<file path="src/rtl/bus_rr_arbiter_if.sv">
// Bus arbitration interface: per-master requests, strobe/ready of the
// granted transfer, and the registered grant/error status from the arbiter.
interface bus_rr_arbiter_if #(
  parameter int N_MASTER = 4,
  parameter int ID_W     = 2
);
  logic [N_MASTER-1:0] req;
  logic                s_as;
  logic                s_rdy;
  logic [N_MASTER-1:0] grnt;
  logic                grnt_vld;
  logic [ID_W-1:0]     owner_id;
  logic                bus_err;
  logic [ID_W-1:0]     err_id;

  // Requesting side: masters plus the muxed strobe and slave ready
  modport master (
    output req, s_as, s_rdy,
    input  grnt, grnt_vld, owner_id, bus_err, err_id
  );

  // Arbiter side
  modport slave (
    input  req, s_as, s_rdy,
    output grnt, grnt_vld, owner_id, bus_err, err_id
  );
endinterface

</file>
<file path="src/rtl/bus_rr_arbiter.sv">
// Round-robin bus arbiter with a stall watchdog.
// An owner keeps the bus while it holds req; on release the grant hops
// straight to the next requester after the owner. A transfer stalled
// (s_as=1, s_rdy=0) for TIMEOUT consecutive cycles forces a one-cycle ERR
// state that drops the grant and pulses bus_err.
module bus_rr_arbiter #(
  parameter int N_MASTER = 4,
  parameter int TIMEOUT  = 255,
  parameter int ID_W     = 2
) (
  input  logic              clk,
  input  logic              rst,
  bus_rr_arbiter_if.slave   bus
);

  localparam logic [1:0] S_IDLE = 2'd0;
  localparam logic [1:0] S_BUSY = 2'd1;
  localparam logic [1:0] S_ERR  = 2'd2;

  localparam logic [ID_W-1:0] LAST_ID = ID_W'(N_MASTER - 1);
  localparam logic [15:0]     TO_LAST = 16'(TIMEOUT - 1);

  logic [1:0]          state, state_nxt;
  logic [ID_W-1:0]     ptr, ptr_nxt;
  logic [ID_W-1:0]     owner, owner_nxt;
  logic [ID_W-1:0]     err_id_q, err_id_nxt;
  logic [N_MASTER-1:0] grnt_q, grnt_nxt;
  logic                vld_q, vld_nxt;
  logic                err_q, err_nxt;
  logic [15:0]         to_cnt, to_cnt_nxt;
  logic                arb;
  logic [ID_W-1:0]     arb_from;
  logic [ID_W:0]       pick;

  // Increment modulo N_MASTER so ids never reach N_MASTER for odd sizes
  function automatic logic [ID_W-1:0] inc_wrap(input logic [ID_W-1:0] v);
    return (v == LAST_ID) ? '0 : v + ID_W'(1);
  endfunction

  // First requester at or after start, wrapping; returns {found, index}.
  // Walks backwards so the nearest requester is the last one written.
  function automatic logic [ID_W:0] rr_pick(input logic [N_MASTER-1:0] r,
                                            input logic [ID_W-1:0]     start);
    logic [ID_W:0]   res;
    logic [ID_W-1:0] sel;
    int              idx;
    res = '0;
    for (int i = N_MASTER - 1; i >= 0; i--) begin
      idx = int'(start) + i;
      if (idx >= N_MASTER) idx = idx - N_MASTER;
      sel = ID_W'(idx);
      if (r[sel]) res = {1'b1, sel};
    end
    return res;
  endfunction

  // Next-state: arbitration on idle/error/release, watchdog while busy
  always_comb begin
    state_nxt  = state;
    ptr_nxt    = ptr;
    owner_nxt  = owner;
    grnt_nxt   = grnt_q;
    vld_nxt    = vld_q;
    err_nxt    = 1'b0;
    err_id_nxt = err_id_q;
    to_cnt_nxt = '0;
    arb        = 1'b0;
    arb_from   = ptr;
    pick       = '0;

    case (state)
      S_BUSY: begin
        if (!bus.req[owner]) begin
          // Release has priority over a timeout on the same edge
          arb      = 1'b1;
          arb_from = inc_wrap(owner);
          ptr_nxt  = inc_wrap(owner);
        end else if (bus.s_as && !bus.s_rdy) begin
          if (to_cnt == TO_LAST) begin
            state_nxt  = S_ERR;
            ptr_nxt    = inc_wrap(owner);
            grnt_nxt   = '0;
            vld_nxt    = 1'b0;
            err_nxt    = 1'b1;
            err_id_nxt = owner;
          end else begin
            to_cnt_nxt = to_cnt + 16'd1;
          end
        end
      end
      default: begin
        // IDLE and ERR share the same arbitration from ptr
        arb      = 1'b1;
        arb_from = ptr;
      end
    endcase

    if (arb) begin
      pick = rr_pick(bus.req, arb_from);
      if (pick[ID_W]) begin
        state_nxt = S_BUSY;
        owner_nxt = pick[ID_W-1:0];
        grnt_nxt  = N_MASTER'(1) << pick[ID_W-1:0];
        vld_nxt   = 1'b1;
      end else begin
        state_nxt = S_IDLE;
        grnt_nxt  = '0;
        vld_nxt   = 1'b0;
      end
    end
  end

  // State and output registers; reset drops the grant asynchronously
  always_ff @(posedge clk or negedge rst) begin
    if (!rst) begin
      state    <= S_IDLE;
      ptr      <= '0;
      owner    <= '0;
      err_id_q <= '0;
      grnt_q   <= '0;
      vld_q    <= 1'b0;
      err_q    <= 1'b0;
      to_cnt   <= '0;
    end else begin
      state    <= state_nxt;
      ptr      <= ptr_nxt;
      owner    <= owner_nxt;
      err_id_q <= err_id_nxt;
      grnt_q   <= grnt_nxt;
      vld_q    <= vld_nxt;
      err_q    <= err_nxt;
      to_cnt   <= to_cnt_nxt;
    end
  end

  assign bus.grnt     = grnt_q;
  assign bus.grnt_vld = vld_q;
  assign bus.owner_id = owner;
  assign bus.bus_err  = err_q;
  assign bus.err_id   = err_id_q;

endmodule

</file>
<file path="src/flat_wrapper.sv">
// flat-port wrapper written by rule: the top's interface ports become plain ports
module bus_rr_arbiter_flat 
#(
  parameter int N_MASTER = 4,
  parameter int TIMEOUT  = 255,
  parameter int ID_W     = 2
)
  (clk, rst, bus_req, bus_s_as, bus_s_rdy, bus_grnt, bus_grnt_vld, bus_owner_id, bus_bus_err, bus_err_id);
  bus_rr_arbiter_if #(.N_MASTER(N_MASTER), .ID_W(ID_W)) bus_i ();
  input  logic clk;
  input  logic rst;
  input wire logic [$bits(bus_i.req)-1:0] bus_req;
  input wire logic [$bits(bus_i.s_as)-1:0] bus_s_as;
  input wire logic [$bits(bus_i.s_rdy)-1:0] bus_s_rdy;
  output wire logic [$bits(bus_i.grnt)-1:0] bus_grnt;
  output wire logic [$bits(bus_i.grnt_vld)-1:0] bus_grnt_vld;
  output wire logic [$bits(bus_i.owner_id)-1:0] bus_owner_id;
  output wire logic [$bits(bus_i.bus_err)-1:0] bus_bus_err;
  output wire logic [$bits(bus_i.err_id)-1:0] bus_err_id;
  assign bus_i.req = bus_req;
  assign bus_i.s_as = bus_s_as;
  assign bus_i.s_rdy = bus_s_rdy;
  assign bus_grnt = bus_i.grnt;
  assign bus_grnt_vld = bus_i.grnt_vld;
  assign bus_owner_id = bus_i.owner_id;
  assign bus_bus_err = bus_i.bus_err;
  assign bus_err_id = bus_i.err_id;
  bus_rr_arbiter #(.N_MASTER(N_MASTER), .TIMEOUT(TIMEOUT), .ID_W(ID_W)) u_core (.clk(clk), .rst(rst), .bus(bus_i));
endmodule
</file>
<file path="config.mk">
export PLATFORM = sky130hd
export DESIGN_NAME = bus_rr_arbiter_flat
export DESIGN_NICKNAME = d
export VERILOG_FILES = /design/src/rtl/bus_rr_arbiter_if.sv /design/src/rtl/bus_rr_arbiter.sv /design/src/flat_wrapper.sv
export SDC_FILE = /design/constraint.sdc
export NUM_CORES = 1
export LEC_CHECK = 0
export ABC_CLOCK_PERIOD_IN_PS = 5500
export CELL_PAD_IN_SITES_DETAIL_PLACEMENT = 0
export CELL_PAD_IN_SITES_GLOBAL_PLACEMENT = 1
export CORE_MARGIN = 2
export CORE_UTILIZATION = 47
export DETAILED_ROUTE_END_ITERATION = 10
export PLACE_DENSITY = 0.87
export SLEW_MARGIN = 5
export SYNTH_ARGS = -nofsm -noshare
export SYNTH_HDL_FRONTEND = slang
export SYNTH_SLANG_ARGS = --single-unit
</file>
<file path="constraint.sdc">
create_clock -name clk -period 5.5 [get_ports clk]
set_clock_uncertainty 0.1 [all_clocks]
set_input_delay 1.1 -clock clk [delete_from_list [all_inputs] [get_ports clk]]
set_output_delay 1.1 -clock clk [all_outputs]
set_load 0.05 [all_outputs]
</file>
Yosys cells after proc, flatten, opt, wreduce, memory -nomap -nowiden
Index checks and enable logic that the tools add are counted.

storage, ports and cells
  RAM bits = 0
  output and inout port bits = 10
  ROM bits = 0
  memories kept = 0
  bits in registers = 30
  latch bits = 0
  logic and storage cells = 99

operators by class
  muxes and demuxes = 57
  reduce and logical (&&, ||, !) cells = 10
  bitwise gates (word level) = 0
  shifts and indexed selects = 1
  $mul = 0
  eq/ne operators = 5
  add/sub/neg operators = 9
  divide/modulo/power cells = 0
  magnitude comparators = 9

operators by type and width
  cell                   count
  $mux 16                4
  $mux 2                 19
  $mux 4                 6
  $mux 1                 18
  $add 16x1->16 const B  1
  $eq 16x8->1 const B    1
  $lt 2x3->1 const B     5
  $mux 3                 5
  $bmux 1 s2             5
  $ge 3x3->1 const B     3
  $reduce_and 4->1       2
  $reduce_bool 2->1      4
  $sub 2x1->2 const B    4
  $add 2x2->3 const B    2
  $ne 2x2->1 const B     2
  $shl 1x2->4 const A    1
  $add 2x1->3 const B    1
  $ge 2x3->1 const B     1
  $reduce_and 3->1       1
  $add 2x1->2 const B    1
  $eq 2x1->1 const B     1
  $eq 2x2->1 const B     1
  $reduce_and 2->1       1
  $logic_and 1x1->1      1
  $logic_not 1->1        1

Logic depth before layout (Yosys ltp)
  depth after elaboration = 18
  gate-level depth with buffers = 7
  gate-level depth less buffers = 7

Worst setup path before layout
OpenSTA, ideal clock, no wires.

  path type = in2reg
  start point = in bus_req[3]
  end point = reg u_core.grnt_q[0], in the netlist u_core.bus.grnt[0]
  path slack = 2688 ps
  stages on the path = 6
  arrival = 2590 ps
  buffers on the path = 0
  required time = 5278 ps
  cells stage by stage = mux2i_2 > o2bb2ai_2 > mux2_4 > and3_1 > a211o_1 > a32o_1

between the ends
  word-level cells in the longest chain between the ends = 18
  elaborated cells on any way between the ends = 46
  those cells by class = add/sub (7); order compare (4); shift (1); mux (29); reduce/logical (5)

RTL lines
  what                                       line                   RTL
  start, declared                            flat_wrapper.sv:12     input wire logic [$bits(bus_i.req)-1:0] bus_req;
  $bmux 1 s2                                 bus_rr_arbiter.sv:73   if (!bus.req[owner]) begin
  $mux 1 (not written as such)               bus_rr_arbiter.sv:73
  $mux 2                                     bus_rr_arbiter.sv:73
  $mux 2                                     bus_rr_arbiter.sv:71   case (state)
  $add 2x2->3                                bus_rr_arbiter.sv:49   idx = int'(start) + i;
  $ge 3x3->1 or $sub 2x1->2 (tied branches)  bus_rr_arbiter.sv:50   if (idx >= N_MASTER) idx = idx - N_MASTER;
  $mux 2                                     bus_rr_arbiter.sv:50
  $mux 2                                     bus_rr_arbiter.sv:98   if (arb) begin
  $bmux 1 s2                                 bus_rr_arbiter.sv:52   if (r[sel]) res = {1'b1, sel};
  $mux 1 (not written as such)               bus_rr_arbiter.sv:52
  $mux 3 (4 in series)                       bus_rr_arbiter.sv:52
  $mux 3                                     bus_rr_arbiter.sv:98
  $shl 1x2->4                                bus_rr_arbiter.sv:103  grnt_nxt = N_MASTER'(1) << pick[ID_W-1:0];
  $mux 4                                     bus_rr_arbiter.sv:100  if (pick[ID_W]) begin
  $mux 4                                     bus_rr_arbiter.sv:98
  end signal, assigned                       bus_rr_arbiter.sv:129  grnt_q <= grnt_nxt;
  end, declared                              bus_rr_arbiter.sv:27   logic [N_MASTER-1:0] grnt_q, grnt_nxt;

Several ways; a longest one is shown, not always the timed one. The select of a mux whose other input is x is not followed.
A chain may end at the register's enable or synchronous reset.

Worst setup path in the final report
  start point = in bus_req[3]
  end point = reg u_core.grnt_q[2], in the netlist u_core.bus.grnt[2]

The elaborated chain is that of the path after synthesis.

==> flow_metrics.tcl <==
set metrics [dict create \
    nFillCells 268 \
    antenna_found_initial 0 \
    grt_pass1_vias 1101 \
    finalCritPeriodShare 0.578 \
    grt_pass1_wl_um 4760 \
    post-place-cells 202 \
    die_area_sq_um 3760 \
    async_flop_share 1.00 \
    run_status "finished, final reports clean" \
    synth_nets 153 \
    use_met1 0.213 \
    gr-usage-met2 0.298 \
    finalHoldViolations 0 \
    ys_types 43 \
    finalSetupTns_ns 0 \
    fin_crit_ns 3.18 \
    grt_max_degree 30 \
    cts_sinks 29 \
    die_x_um 61.3 \
    synth_seq_cells 29 \
    seq_area_frac_synth 0.470 \
    cts.clk_slew.worst_paths_ns 0.09 \
    synthToLayoutAreaGrowth_pct 19.0 \
    instances_no_fill 210 \
    avgSynthCellArea_sq_um 10.9 \
    required_ns 5.61 \
    wl_per_cell_um 13.5 \
    pin_count 18 \
    multi_input_comb_area_sq_um 802 \
    final_nets 176 \
    crit_path_max_fanout 7 \
    cts_setup_buffers 0 \
    regArea_sq_um 726 \
    fp-row-count 20 \
    drt-total-wl_um 2830 \
    finalSetupViolCount 0 \
    grt_overflow_total 0 \
    clock_latency_ns 0.32 \
    grt_usage 0.179 \
    syn-cell-area_sq_um 1540 \
    core_sq_um 3080 \
    cp.arrival_ns 3.29 \
    path_class "in -> reg" \
    n_antenna_cell 0 \
    power_leakage_nw 0.768 \
    max-vdd-ir-drop_v 0.000217 \
    synth-edff-count 0 \
    yosysWarnings 0 \
    via_count 1128 \
    crit_path_end_kind "register" \
    cts_resized 0 \
    drive_above_1_share 0.145 \
    finalMaxSlewViolations 0 \
    numCtsBuffers 5 \
    dp_hpwl_um 2120 \
    drtAntennaViolNets 0 \
    drv_cap 0 \
    grt.met3_usage 0.0630 \
    numPortBuffers 17 \
    p_per_area_nw_per_um2 456 \
    viasPerCell 5.37 \
    cts_hold_buffers 0 \
    remaining_drc_errors 0 \
    start_util 0.502 \
    clk_path_buf_depth 2 \
    synthCells 142 \
    cts_tree "done" \
    ys.flop_type "dfrtp_1" \
    drtIter0Drc 69 \
    start_kind "input pin" \
    cts_root_buffer "clkbuf_4" \
    clock.fmax_ghz 0.315 \
    hold_class "reg -> reg" \
    cts_max_level 2 \
    tightest_slew_ns 0.675 \
    max_slew_margin 0.547 \
    place_congestion 0.813 \
    dr.pass1.iters 6 \
    dieHeight_um 61.3 \
    rsz0062_at_grt "false" \
    busiest_layer "met2" \
]
==> cell type report <==
cell class,instances,area share
inverter,2,0.00408
tap,44,0.0300
sequential,29,0.395
clock inverter,1,0.00272
timing repair buffer,18,0.0967
clock buffer,7,0.0354
multi-input combinational,109,0.436
==> Yosys cell counts, types with 2 or more instances <==
cell	n	area [sq um]
dfrtp_1	29	726
nor2_1	23	86.3
nand2_1	9	33.8
xor2_1	9	78.8
mux2_2	5	56.3
xnor2_1	5	43.8
a32o_1	4	40.0
and3_1	4	25.0
mux2i_1	4	40.0
nand3_1	4	20.0
a21oi_1	3	15.0
ha_1	3	37.5
nand2b_1	3	18.8
nand4_1	3	18.8
and2_1	2	12.5
inv_1	2	7.51
mux2_1	2	22.5
nor2b_1	2	12.5
nor3_1	2	10.0
==> report_power, final <==
part | internal (mW) | switching (mW)
clock | 0.0740 | 0.0716
combinational | 0.179 | 0.227
sequential | 0.245 | 0.0401
==> flip-flops by register name, indices dropped and copies added, names as in the netlist <==
register / flops
u_core.bus.bus_err: 1
u_core.state: 2
u_core.bus.grnt: 4
u_core.to_cnt: 16
u_core.bus.err_id: 2
u_core.bus.owner_id: 2
u_core.ptr: 2
==> critical path: stages <==
cell and delay [ns]:
clkdlybuf4s50_1 0.53, mux2i_2 0.39, o2bb2ai_2 0.19, mux2_4 0.34, and3_1 0.20, a211o_1 0.29, a32o_1 0.25
==> kinds of logic (layout without fill, tap and decap cells) <==
kind of cell    after synthesis  after routing  synth area share
compound gates               17             17             0.109
xor+xnor                     14             14            0.0794
fa+ha+maj                     3              3            0.0243
buf+inv                       4             28            0.0105
flops                        29             29             0.470
mux                          13             13            0.0956
simple gates                 62             62             0.212
==> per-layer routing <==
layer	wire length (um)	share of wire	up-vias
met5	0	0	-
met4	44	0.016	0
met3	108	0.038	5
met2	1370	0.49	16
met1	1300	0.46	554
li1	-	-	553
==> cells in the final DEF (no fill, tap or decap), types with 2 or more instances in the layout <==
| master | n |
|---|---|
| ha_1 | 3 |
| nand2b_1 | 3 |
| and2_1 | 2 |
| clkdlybuf4s50_1 | 17 |
| a32o_1 | 4 |
| xnor2_1 | 5 |
| nor2b_1 | 2 |
| dfrtp_1 | 29 |
| nor3_1 | 2 |
| xor2_1 | 9 |
| a21oi_1 | 3 |
| clkbuf_4 | 5 |
| nand2_1 | 9 |
| and3_1 | 4 |
| inv_1 | 2 |
| mux2i_1 | 4 |
| nor2_1 | 23 |
| mux2_1 | 2 |
| nand4_1 | 3 |
| mux2_2 | 5 |
| clkbuf_8 | 2 |
| nand3_1 | 4 |
==> final timing paths <==
| path | startpoint | to | slack (ns) | cells past startpoint |
|---|---|---|---|---|
| setup / recovery | bus_req[3] | u_core.bus.grnt[2] | 2.32 | 7 |
| hold / removal | u_core.bus.err_id[1] | u_core.bus.err_id[1] | 0.40 | 1 |
| setup reg to reg | u_core.bus.owner_id[0] | u_core.bus.grnt[2] | 3.03 | 6 |
| hold reg to reg | u_core.bus.err_id[1] | u_core.bus.err_id[1] | 0.40 | 1 |
| max in group asynchronous | rst | u_core.to_cnt[3] | 3.98 | 2 |
| min in group asynchronous | rst | u_core.bus.err_id[0] | 1.05 | 2 |
==> metrics by stage <==
stage | util | power [mW] | setup WS, ns | area [sq um] | hold slack, ns
2_1_floorplan | - | 0.594 | 2.69 | 1540 | 0.385
3_3_place_gp | 0.574 | 0.687 | 2.01 | 1770 | 0.369
3_5_place_dp | 0.574 | 0.697 | 1.98 | 1770 | 0.383
4_1_cts | 0.597 | 0.844 | 2.33 | 1840 | 0.404
5_1_grt | 0.597 | 0.894 | 2.13 | 1840 | 0.429
6_report | 0.597 | 0.837 | 2.32 | 1840 | 0.397
Power figures use the tool's default switching activity.
